## src/rtl/load_store_unit_if.sv

```systemverilog
// Word-wide memory bus between the load/store unit and memory.
//   master : LSU side. Drives req/we/addr/be/wdata and samples ack/rdata.
//   slave  : memory side. Samples the request and drives ack/rdata.
// rdata is valid in the same cycle that ack is high.
interface load_store_unit_if #(
  parameter int unsigned ADDR_W = 32
);
  logic              bus_req;
  logic              bus_we;
  logic [ADDR_W-1:0] bus_addr;
  logic [3:0]        bus_be;
  logic [31:0]       bus_wdata;
  logic              bus_ack;
  logic [31:0]       bus_rdata;

  modport master (
    output bus_req,
    output bus_we,
    output bus_addr,
    output bus_be,
    output bus_wdata,
    input  bus_ack,
    input  bus_rdata
  );

  modport slave (
    input  bus_req,
    input  bus_we,
    input  bus_addr,
    input  bus_be,
    input  bus_wdata,
    output bus_ack,
    output bus_rdata
  );
endinterface

```

## src/rtl/load_store_unit.sv

```systemverilog
// Multi-cycle load/store unit. It performs one aligned byte, half or word access per
// instruction over a req/ack word bus, and stalls the core until the access finishes.
//   clk, rst         : clock, asynchronous active-high reset
//   start_i          : memory instruction in execute (qualified by mem_read_i/mem_write_i)
//   mem_read_i       : load
//   mem_write_i      : store (wins over mem_read_i)
//   funct3_i         : width/sign code
//   addr_i           : effective address
//   store_data_i     : rs2 value
//   busy_o           : stall request (combinational)
//   done_o           : one-cycle completion pulse
//   fault_o          : misaligned or illegal funct3, valid with done_o
//   load_data_o      : extended load result, held until the next done_o
//   bus_if           : memory bus (master side)
module load_store_unit #(
  parameter int unsigned ADDR_W = 32
) (
  input  logic              clk,
  input  logic              rst,
  input  logic              start_i,
  input  logic              mem_read_i,
  input  logic              mem_write_i,
  input  logic [2:0]        funct3_i,
  input  logic [ADDR_W-1:0] addr_i,
  input  logic [31:0]       store_data_i,
  output logic              busy_o,
  output logic              done_o,
  output logic              fault_o,
  output logic [31:0]       load_data_o,
  load_store_unit_if.master bus_if
);

  typedef enum logic [1:0] {StIdle, StReq, StDone} state_e;

  state_e            state_q, state_d;
  logic [ADDR_W-1:0] bus_addr_q;
  logic [3:0]        be_q, be_d;
  logic [31:0]       wdata_q, wdata_d;
  logic              we_q;
  logic [1:0]        off_q;
  logic [2:0]        funct3_q;
  logic              fault_q;
  logic [31:0]       load_data_q;

  logic        req_valid;
  logic        bad;
  logic        go_req;
  logic        go_fault;
  logic        ack_hit;
  logic [31:0] shifted;
  logic [31:0] load_ext;

  assign req_valid = start_i & (mem_read_i | mem_write_i);

  // Request decode: fault check, byte enables and lane-replicated write data.
  always_comb begin
    bad     = 1'b0;
    be_d    = 4'b0000;
    wdata_d = store_data_i;
    unique case (funct3_i[1:0])
      2'b00: begin
        be_d    = 4'b0001 << addr_i[1:0];
        wdata_d = {4{store_data_i[7:0]}};
      end
      2'b01: begin
        bad     = addr_i[0];
        be_d    = addr_i[1] ? 4'b1100 : 4'b0011;
        wdata_d = {2{store_data_i[15:0]}};
      end
      2'b10: begin
        bad  = (addr_i[1:0] != 2'b00);
        be_d = 4'b1111;
      end
      default: bad = 1'b1;
    endcase
    // Unsigned variants exist only for byte/half loads.
    if (funct3_i[2] && (mem_write_i || funct3_i[1])) begin
      bad = 1'b1;
    end
  end

  assign go_req   = (state_q == StIdle) & req_valid & ~bad;
  assign go_fault = (state_q == StIdle) & req_valid & bad;
  assign ack_hit  = (state_q == StReq) & bus_if.bus_ack;

  always_comb begin
    state_d = state_q;
    unique case (state_q)
      StIdle: begin
        if (go_req) begin
          state_d = StReq;
        end else if (go_fault) begin
          state_d = StDone;
        end
      end
      StReq: begin
        if (bus_if.bus_ack) begin
          state_d = StDone;
        end
      end
      StDone:  state_d = StIdle;
      default: state_d = StIdle;
    endcase
  end

  always_ff @(posedge clk or posedge rst) begin
    if (rst) begin
      state_q <= StIdle;
    end else begin
      state_q <= state_d;
    end
  end

  // Align the addressed lane to bit 0, then extend.
  assign shifted = bus_if.bus_rdata >> {off_q, 3'b000};

  always_comb begin
    load_ext = bus_if.bus_rdata;
    unique case (funct3_q)
      3'b000:  load_ext = {{24{shifted[7]}}, shifted[7:0]};
      3'b001:  load_ext = {{16{shifted[15]}}, shifted[15:0]};
      3'b100:  load_ext = {24'h0, shifted[7:0]};
      3'b101:  load_ext = {16'h0, shifted[15:0]};
      default: load_ext = bus_if.bus_rdata;
    endcase
  end

  always_ff @(posedge clk or posedge rst) begin
    if (rst) begin
      bus_addr_q  <= '0;
      be_q        <= 4'b0000;
      wdata_q     <= 32'h0;
      we_q        <= 1'b0;
      off_q       <= 2'b00;
      funct3_q    <= 3'b000;
      fault_q     <= 1'b0;
      load_data_q <= 32'h0;
    end else begin
      if (go_req) begin
        bus_addr_q <= {addr_i[ADDR_W-1:2], 2'b00};
        be_q       <= be_d;
        wdata_q    <= wdata_d;
        we_q       <= mem_write_i;
        off_q      <= addr_i[1:0];
        funct3_q   <= funct3_i;
        fault_q    <= 1'b0;
      end
      if (go_fault) begin
        fault_q     <= 1'b1;
        load_data_q <= 32'h0;
      end
      // Stores leave the previous load result untouched.
      if (ack_hit && !we_q) begin
        load_data_q <= load_ext;
      end
    end
  end

  assign busy_o      = ((state_q == StIdle) & req_valid) | (state_q == StReq);
  assign done_o      = (state_q == StDone);
  assign fault_o     = fault_q;
  assign load_data_o = load_data_q;

  assign bus_if.bus_req   = (state_q == StReq);
  assign bus_if.bus_we    = we_q;
  assign bus_if.bus_addr  = bus_addr_q;
  assign bus_if.bus_be    = be_q;
  assign bus_if.bus_wdata = wdata_q;

endmodule

```

## src/flat_wrapper.sv

```systemverilog
// flat-port wrapper written by rule: the top's interface ports become plain ports
module load_store_unit_flat 
#(
  parameter int unsigned ADDR_W = 32
)
  (clk, rst, start_i, mem_read_i, mem_write_i, funct3_i, addr_i, store_data_i, busy_o, done_o, fault_o, load_data_o, bus_if_bus_req, bus_if_bus_we, bus_if_bus_addr, bus_if_bus_be, bus_if_bus_wdata, bus_if_bus_ack, bus_if_bus_rdata);
  load_store_unit_if #(.ADDR_W(ADDR_W)) bus_if_i ();
  input  logic clk;
  input  logic rst;
  input  logic start_i;
  input  logic mem_read_i;
  input  logic mem_write_i;
  input  logic [2:0] funct3_i;
  input  logic [ADDR_W-1:0] addr_i;
  input  logic [31:0] store_data_i;
  output logic busy_o;
  output logic done_o;
  output logic fault_o;
  output logic [31:0] load_data_o;
  output wire logic [$bits(bus_if_i.bus_req)-1:0] bus_if_bus_req;
  output wire logic [$bits(bus_if_i.bus_we)-1:0] bus_if_bus_we;
  output wire logic [$bits(bus_if_i.bus_addr)-1:0] bus_if_bus_addr;
  output wire logic [$bits(bus_if_i.bus_be)-1:0] bus_if_bus_be;
  output wire logic [$bits(bus_if_i.bus_wdata)-1:0] bus_if_bus_wdata;
  input wire logic [$bits(bus_if_i.bus_ack)-1:0] bus_if_bus_ack;
  input wire logic [$bits(bus_if_i.bus_rdata)-1:0] bus_if_bus_rdata;
  assign bus_if_bus_req = bus_if_i.bus_req;
  assign bus_if_bus_we = bus_if_i.bus_we;
  assign bus_if_bus_addr = bus_if_i.bus_addr;
  assign bus_if_bus_be = bus_if_i.bus_be;
  assign bus_if_bus_wdata = bus_if_i.bus_wdata;
  assign bus_if_i.bus_ack = bus_if_bus_ack;
  assign bus_if_i.bus_rdata = bus_if_bus_rdata;
  load_store_unit #(.ADDR_W(ADDR_W)) u_core (.clk(clk), .rst(rst), .start_i(start_i), .mem_read_i(mem_read_i), .mem_write_i(mem_write_i), .funct3_i(funct3_i), .addr_i(addr_i), .store_data_i(store_data_i), .busy_o(busy_o), .done_o(done_o), .fault_o(fault_o), .load_data_o(load_data_o), .bus_if(bus_if_i));
endmodule
```

## config.mk

```make
export PLATFORM = sky130hd
export DESIGN_NAME = load_store_unit_flat
export DESIGN_NICKNAME = d
export VERILOG_FILES = /design/src/rtl/load_store_unit_if.sv /design/src/rtl/load_store_unit.sv /design/src/flat_wrapper.sv
export SDC_FILE = /design/constraint.sdc
export NUM_CORES = 1
export LEC_CHECK = 0
export ABC_CLOCK_PERIOD_IN_PS = 3900
export BUFFER_PORTS_ARGS = -buffer_cell sky130_fd_sc_hd__buf_2
export CAP_MARGIN = 40
export CORE_AREA = 5 5 122 153
export DETAILED_ROUTE_END_ITERATION = 6
export DIE_AREA = 0 0 127 158
export GPL_ROUTABILITY_DRIVEN = 0
export GPL_TIMING_DRIVEN = 0
export SETUP_SLACK_MARGIN = 0.1
export SYNTH_ARGS = -nofsm -noshare
export SYNTH_HDL_FRONTEND = slang
export SYNTH_SLANG_ARGS = --single-unit
```

## constraint.sdc

```tcl
create_clock -name clk -period 3.9 [get_ports clk]
set_clock_uncertainty 0.05 [all_clocks]
set_input_delay 1.17 -clock clk [delete_from_list [all_inputs] [get_ports clk]]
set_output_delay 1.17 -clock clk [all_outputs]
set_load 0.005 [all_outputs]
```

* Word-level counts from Yosys, hierarchy flattened *
Index checks and enable logic that the tools add are counted.

word-level totals
  output and inout port bits = 105
  bits in registers = 107
  bits of input ports = 105
  word-level logic and storage cells = 53

cells by class
  shifts and indexed selects = 2
  equal/unequal tests = 9
  reduce and logical (&&, ||, !) cells = 11
  muxes and demuxes = 14
  bitwise logic cells = 8

operators with widths
  cell                   number
  $pmux W32 S4           1
  $mux W32               2
  $pmux W32 S2           1
  $shr A32 B5 Y16        1
  $pmux W4 S3            1
  $eq A3 B3 Y1 const B   2
  $mux W2                3
  $reduce_bool A2 Y1     3
  $and A1 B1 Y1          5
  $eq A2 B1 Y1 const B   2
  $eq A2 B2 Y1 const B   2
  $logic_not A2 Y1       2
  $mux W4                1
  $pmux W2 S2            1
  $shl A1 B2 Y4 const A  1
  $eq A3 B1 Y1 const B   1
  $logic_not A3 Y1       1
  $mux W1                3
  $ne A3 B1 Y1 const B   1
  $pmux W1 S3            1
  $logic_and A1 B1 Y1    2
  $ne A2 B1 Y1 const B   1
  $or A1 B1 Y1           2
  $reduce_and A2 Y1      1
  3 further kinds        3

* Logic depth before layout (Yosys ltp) *
Gate-level depths: netlist of run 1.

  word-level depth = 7
  depth in mapped cells = 7
  depth with buffers taken out = 4

* Worst setup path after synthesis of run 1 *
Ideal clock, no wire load.

  kind = input to register
  from = input port funct3_i[0]
  to = register u_core.bus_addr_q[10] (netlist: u_core.bus_if.bus_addr[10])
  setup time = 0.125 ns
  arrival = 2.787 ns
  stages = 5
  data required time = 3.725 ns
  path buffers = 2
  path slack = 0.938 ns
  cell sequence = or4_1 a2111o_1 buf_4 buf_6 mux2_4

on the way
  word-level cells in the longest chain between the ends = 5
  elaborated cells on any way between the ends = 7
  those cells by class = eq/ne: 2; mux: 2; bitwise: 2; reduce/logical: 1

RTL lines
  what                                  RTL line                text
  from (decl)                           flat_wrapper.sv:13      input logic [2:0] funct3_i;
  $eq A2 B2 Y1 (tied with other cells)  load_store_unit.sv:60   unique case (funct3_i[1:0])
  $pmux W1 S3 *                         load_store_unit.sv:60
  $mux W1 *                             load_store_unit.sv:77   if (funct3_i[2] && (mem_write_i || funct3_i[1])) begin
  $not A1 Y1 *                          load_store_unit.sv:82   assign go_req = (state_q == StIdle) & req_valid & ~bad;
  $and A1 B1 Y1 *                       load_store_unit.sv:82
  to (signal assigned)                  load_store_unit.sv:140  bus_addr_q <= {addr_i[ADDR_W-1:2], 2'b00};
  to (decl)                             load_store_unit.sv:36   logic [ADDR_W-1:0] bus_addr_q;

Every way passes the cells marked *; elsewhere a longest branch is shown, timed or not.
A chain may end at the register's enable or synchronous reset.

* Worst setup path after layout of run 1 *
  from = input port mem_write_i
  to = output port busy_o

on the way
  word-level cells in the longest chain between the ends = 4

RTL lines
  what           RTL line                text
  from (decl)    flat_wrapper.sv:12      input logic mem_write_i;
  $or A1 B1 Y1   load_store_unit.sv:53   assign req_valid = start_i & (mem_read_i | mem_write_i);
  $and A1 B1 Y1  load_store_unit.sv:53
  $and A1 B1 Y1  load_store_unit.sv:159  assign busy_o = ((state_q == StIdle) & req_valid) | (state_q == StReq);
  $or A1 B1 Y1   load_store_unit.sv:159
  to (decl)      flat_wrapper.sv:16      output logic busy_o;

No other way between the ends.

==> metrics.txt, run 1 <==
CP Capture Type primary output; Placed Area 6380 sq um; hold crit path type flip-flop to flip-flop; WL met3 1170 um; drc violations 0; r2r startpoint u_core.state_q[1]; Crit Path Class primary input to primary output; synthesized cell area 4990 sq um; CTS resizes 0; RSZ-0062 raised after global routing false; Worst Setup Start Kind primary input; leak pwr 3.41 nW; worst slew pin tran 0.745 ns; Initial Utilization 0.291; ant diodes 0; I/O Buffers 206; Peak VDD IR 0.217 mV; GRT Overall Usage 0.154; CTS Buf Count 9; Primary FF master, synth dfrtp_1; Req. time, crit path 2.68 ns; Hold Crit Endpoint u_core.load_data_o[6]; Period minus WS final 3.02 ns; CP top delay family compound AO/OA/AOI/OAI gates; post-DP HPWL 12500 um; final setup fails 0; CORE AREA 17200 sq um; CTS root buffer clkbuf_16; Crit Path Max Fanout 4; Setup Buffers After CTS 0; Ports 210; Max Slew Vio Count 0; die area 20100 sq um; Fill cells 1788; final period utilization 0.774; Final Routed Wirelength 15800 um; chip width 127 um; uppermost layer routed met5; f_max 331 MHz; status completed; CP Cell Sequence buf_2 -> o21ai_0 -> a21oi_1 -> buf_2; initial drt markers 171; worst endpoint data arrival time 1.80 ns; CTS tree yes; clk slew on worst S/H paths 0.08 ns; first-pass GRT wire length 24300 um; HP Start u_core.load_data_o[6]; share of cells above drive strength 1 0.397; PD cells 576 nW/um^2; # Max-Cap Violations 0; area grow syn2layout 33.5%; initial antenna violation count 1; clk sinks 107; CTS hold repair buffers 0; TritonRoute pass-1 iters 5; Overflow after GRT 0; Multi-input gate area 2130 sq um; met1 wire length 6270 um; worst reg2reg path depth 7; Fin Setup TNS 0 ns; Max Buffers Root-to-Sink 2; via/cell ratio 4.81; fin area 6660 sq um; Post-synth ARST share 1.00; wire length per cell 17.6 um; synth warn 0; vias in the first global route 4490; wire length on met2 7880 um; largest net degree at the start of global routing 37; antenna-violating nets left 0; worst reg2reg endpoint u_core.load_data_o[22]; Post-synth EDFFs 0; row cnt 54; hold depth 2; reg-to-reg slack, setup 1.55 ns; CP bufs+invs 2; library cells used by synthesis 34; NumNets Final 778; most frequent CP cell buf_2; Die Y 158 um; endpoints failing hold 0; syn_area_per_cell 11.1 sq um; FF+latch area 2680 sq um; CTS HTree Levels 3; #FFs+latches synth 107; Worst path max stage delay 0.26 ns; relative slew slack 0.503; post-synthesis cell count 451; post-synthesis sequential area ratio 0.537; Slowest-stage cell, CP o21ai_0; worst-skew pair later-pin latency 0.35 ns; DR vias 4340
[tightest hold or removal path: stages, from the launching register on]
cell and delay, ns:
dfrtp_1 0.34, nand2_1 0.05, o21ai_0 0.06
[through the flow]
stage	util	hold slack, ns	instances	setup WS (ns)	total power [mW]
floorplan	-	0.417	452	0.938	2.34
global placement	0.368	0.409	882	0.565	2.94
detailed placement	0.372	0.414	886	0.603	2.98
CTS	0.388	0.432	902	0.873	3.90
global route	0.388	0.458	902	0.835	4.09
finish	0.388	0.428	902	0.883	3.84
[synth_stat cells (6+ instances only)]
| cell type | instances | area, sq um |
|---|---|---|
| mux2_1 | 10 | 113 |
| mux2i_1 | 32 | 320 |
| a22oi_1 | 17 | 128 |
| o21ai_0 | 69 | 345 |
| o21ai_1 | 9 | 45.0 |
| nand2_1 | 59 | 221 |
| inv_1 | 6 | 22.5 |
| nand2b_1 | 6 | 37.5 |
| o2bb2ai_1 | 7 | 61.3 |
| a21oi_1 | 24 | 120 |
| dfrtp_1 | 107 | 2680 |
| mux2_4 | 30 | 450 |
| nor2_1 | 17 | 63.8 |
| clkbuf_1 | 24 | 90.1 |
[report_power, final]
part           internal [mW]  switching (mW)  total (mW)  leakage, nW
Combinational          0.645           0.645        1.29         1.92
Clock                  0.446           0.458       0.904        0.139
Sequential              1.45           0.192        1.64         1.35
Total                   2.54            1.30        3.84         3.41
[metal layers]
layer  up-vias  GRT usage
li1       2036          -
met2       167      0.264
met5         -          0
met4         2     0.0736
met3        28     0.0388
met1      2107      0.181
[layout make-up]
| type | instances | area share |
|---|---|---|
| Buffer | 33 | 0.0248 |
| Clock buffer | 9 | 0.0338 |
| Clock inverter | 7 | 0.00883 |
| Inverter | 6 | 0.00395 |
| Multi-Input combinational cell | 306 | 0.320 |
| Sequential cell | 107 | 0.402 |
| Tap cell | 224 | 0.0421 |
| Timing Repair Buffer | 210 | 0.165 |
[worst max path at each step]
| stage | from | to | cells after the start |
|---|---|---|---|
| after CTS | mem_write_i | busy_o | 4 |
| after global routing | mem_write_i | busy_o | 4 |
| after detailed placement | funct3_i[0] | u_core.bus_if.bus_wdata[31] | 7 |
| after global placement | rst | u_core.bus_if.bus_addr[7] | 2 |
| after floorplan | funct3_i[0] | u_core.bus_if.bus_addr[10] | 5 |
| final | mem_write_i | busy_o | 4 |
[cell usage in the layout (no fill, tap or decap), types with 3 or more instances in the layout]
cell type and n:
buf_2 206, dfrtp_1 107, o21ai_0 69, nand2_1 59, mux2i_1 32, mux2_4 30, clkbuf_1 24, a21oi_1 24
nor2_1 17, a22oi_1 17, mux2_1 10, o21ai_1 9, clkbuf_16 9, o2bb2ai_1 7, nand2b_1 6, inv_1 5
mux2_2 4, buf_4 4, buf_6 4, nor2b_1 4, a22o_1 3, inv_6 3, buf_12 3
[sequential cells by signal (all words and copies together), names as in the netlist]
name and cells:
u_core.bus_if.bus_wdata 32, u_core.load_data_o 32, u_core.bus_if.bus_addr 30, u_core.bus_if.bus_be 4, u_core.funct3_q 3, u_core.off_q 2, u_core.state_q 2, u_core.bus_if.bus_we 1
u_core.fault_o 1
[cells by family after synthesis]
group,after synthesis,share of synthesized area
buffers and inverters,39,0.0376
muxes,77,0.191
AOI/OAI and AO/OA,137,0.159
other,1,0.000752
and+or+nand+nor,90,0.0757
DFF,107,0.537
Note: power is estimated with default switching activity, not from simulation.
==> inputs of run 2 (changes only) <==
- ABC_AREA: default -> 1
- ABC_CLOCK_PERIOD_IN_PS: 3900 -> 2700
- CORE_AREA: 5 5 122 153 -> 5 5 125 157
- DIE_AREA: 0 0 127 158 -> 0 0 130 162
- clock period: 3.9 -> 2.7 ns (I/O delays scaled with it)
==> run 2 against run 1 <==
Count of clock-buffer cells in the layout did not move; setup slack got worse by 0.53 ns; highest routed layer unchanged; routed wire length increased by 14%; largest power group unchanged; non-clock buffer count grew 12.
==> metrics.txt, run 2 <==
status completed; Peak VDD IR 0.333 mV; Crit Path Max Fanout 3; worst slew pin tran 0.554 ns; Crit Path Class primary input to primary output; top cell type by total area after synthesis dfrtp_1; ant diodes 0; relative slew slack 0.631; Multi-input gate area 2110 sq um; share of cells above drive strength 1 0.315; CTS Buf Count 9; worst reg2reg path depth 9; synthesized cell area 5270 sq um; main area contributors after synthesis dfrtp_1 51%, nand2_1 12%, nand3_1 8.0%; post-synthesis sequential area ratio 0.508; Setup Buffers After CTS 0; Post-synth ARST share 1.00; synth warn 0; Req. time, crit path 1.84 ns; largest net degree at the start of global routing 33; clk slew on worst S/H paths 0.08 ns; first-pass GRT wire length 27900 um; CORE AREA 17900 sq um; # Max-Cap Violations 0; commonest non-fill, non-tap cell in the layout buf_2; Initial Utilization 0.295; clk sinks 107; most frequent cells after synthesis 165 x nand2_1, 107 x dfrtp_1, 84 x nand3_1; post-DP HPWL 14100 um; Final Routed Wirelength 18100 um; Worst path max stage delay 0.25 ns; I/O Buffers 206; Clock Power Share 0.234; TritonRoute pass-1 iters 5; Psw 2.07 mW; final period utilization 0.870; #FFs+latches synth 107; chip width 130 um; via/cell ratio 4.68; final setup fails 0; Die Y 162 um; f_max 426 MHz; die area 21100 sq um; PD cells 808 nW/um^2; Post-synth EDFFs 0; area grow syn2layout 32.3%; post-synthesis cell count 666; Flop pwr share 0.417; CTS HTree Levels 3; wire length per cell 16.1 um; CP Cell Sequence buf_2 -> o21ai_0 -> o21ai_0 -> buf_2; leak pwr 3.90 nW; row cnt 55; CTS tree yes; NumNets Final 993; switch share 0.368; FF+latch area 2680 sq um; combinational power share 0.349; most numerous cell in the Yosys netlist nand2_1; Ports 210; initial antenna violation count 1; vias in the first global route 5241; wire length on met2 8930 um; initial drt markers 417; syn_area_per_cell 7.92 sq um; drc violations 0; share of the synthesized area in the top cell type 0.508; Slowest-stage cell, CP o21ai_0; GRT Overall Usage 0.171; Max Buffers Root-to-Sink 2; RSZ-0062 raised after global routing false; WL met3 1590 um; worst endpoint data arrival time 1.49 ns; CTS resizes 0; most frequent cells in the layout 223 x buf_2, 165 x nand2_1, 107 x dfrtp_1; CTS hold repair buffers 0; P_int 3.56 mW; Worst Setup Start Kind primary input; Overflow after GRT 0; Period minus WS final 2.35 ns; antenna-violating nets left 0; endpoints failing hold 0; Primary FF master, synth dfrtp_1; fin area 6980 sq um; Fill cells 1941; CTS root buffer clkbuf_16; uppermost layer routed met5; hold crit path type primary input to async pin; Placed Area 6690 sq um; worst-skew pair later-pin latency 0.36 ns; final hold slack 0.265 ns; DR vias 5245; Final Util 0.390; met1 wire length 7090 um; library cells used by synthesis 31; CP Capture Type primary output; Max Slew Vio Count 0
run 2: changes by cell type after synthesis, sizes merged, moves of 6 or more:
cell     previous run  this run
nand2              59       171
nand3               0        86
inv                 6        61
mux2               44         0
nor2               17        55
mux2i              32         0
buf                 9        28
a22oi              17         0
o21ai              78        89
a21oi              24        34
clkbuf             24        17
o2bb2ai             7         0
nand2b              6         0
run 2: area by class of cell:
cell class,instances,area share
well taps,228,0.0409
clock inverters,7,0.00968
flip-flops and latches,107,0.384
repair buffers,210,0.160
clock buffers,9,0.0323
inverters,61,0.0337
multi-input cells,454,0.302
plain buffers,45,0.0377
run 2: logic make-up after synthesis:
| kind of cell | Yosys count | synth area share |
|---|---|---|
| other | 1 | 0.000711 |
| buffers and inverters | 106 | 0.0937 |
| and+or+nand+nor | 316 | 0.256 |
| DFF | 107 | 0.508 |
| AOI/OAI and AO/OA | 136 | 0.142 |
run 2: per-stage QoR:
step / TNS, ns / power, mW / std cells / setup WS [ns]
after global routing: 0 / 6.08 / 1121 / 0.254
final: 0 / 5.64 / 1121 / 0.351
after detailed placement: 0 / 4.38 / 1105 / 0.301
after floorplan: 0 / 3.43 / 667 / 0.552
after global placement: -31.15 / 4.33 / 1101 / -0.302
after CTS: 0 / 5.74 / 1121 / 0.323
run 2: path summary, 6_finish.rpt:
kind | startpoint | endpoint | slack, ns
worst min register to register | u_core.bus_if.bus_addr[4] | u_core.bus_if.bus_addr[4] | 0.43
max in group asynchronous | rst | u_core.bus_if.bus_wdata[25] | 1.73
worst min-delay path | rst | u_core.bus_if.bus_addr[21] | 0.26
min in group clk | u_core.bus_if.bus_addr[4] | u_core.bus_if.bus_addr[4] | 0.43
worst max register to register | u_core.state_q[1] | u_core.bus_if.bus_wdata[8] | 1.01
worst max-delay path | mem_write_i | busy_o | 0.35
run 2: metal layers:
layer  up-vias  GRT usage
li1       2599          -
met1      2408      0.206
met2       206      0.290
met3        30     0.0454
met4         2     0.0662
met5         -          0
run 2: power by group through the flow:
stage | sequential, mW | clock (mW) | combinational, mW
finish | 2.35 | 1.32 | 1.97
global route | 2.42 | 1.44 | 2.22
CTS | 2.35 | 1.38 | 2.00
detailed placement | 2.37 | 0 | 2.00
global placement | 2.37 | 0 | 1.96
floorplan | 2.40 | 0 | 1.03
run 2: worst max-delay path: cells and delay by family:
kind	cells	cell delay [ns]
compound gates	2	0.40
buf+inv	2	0.28
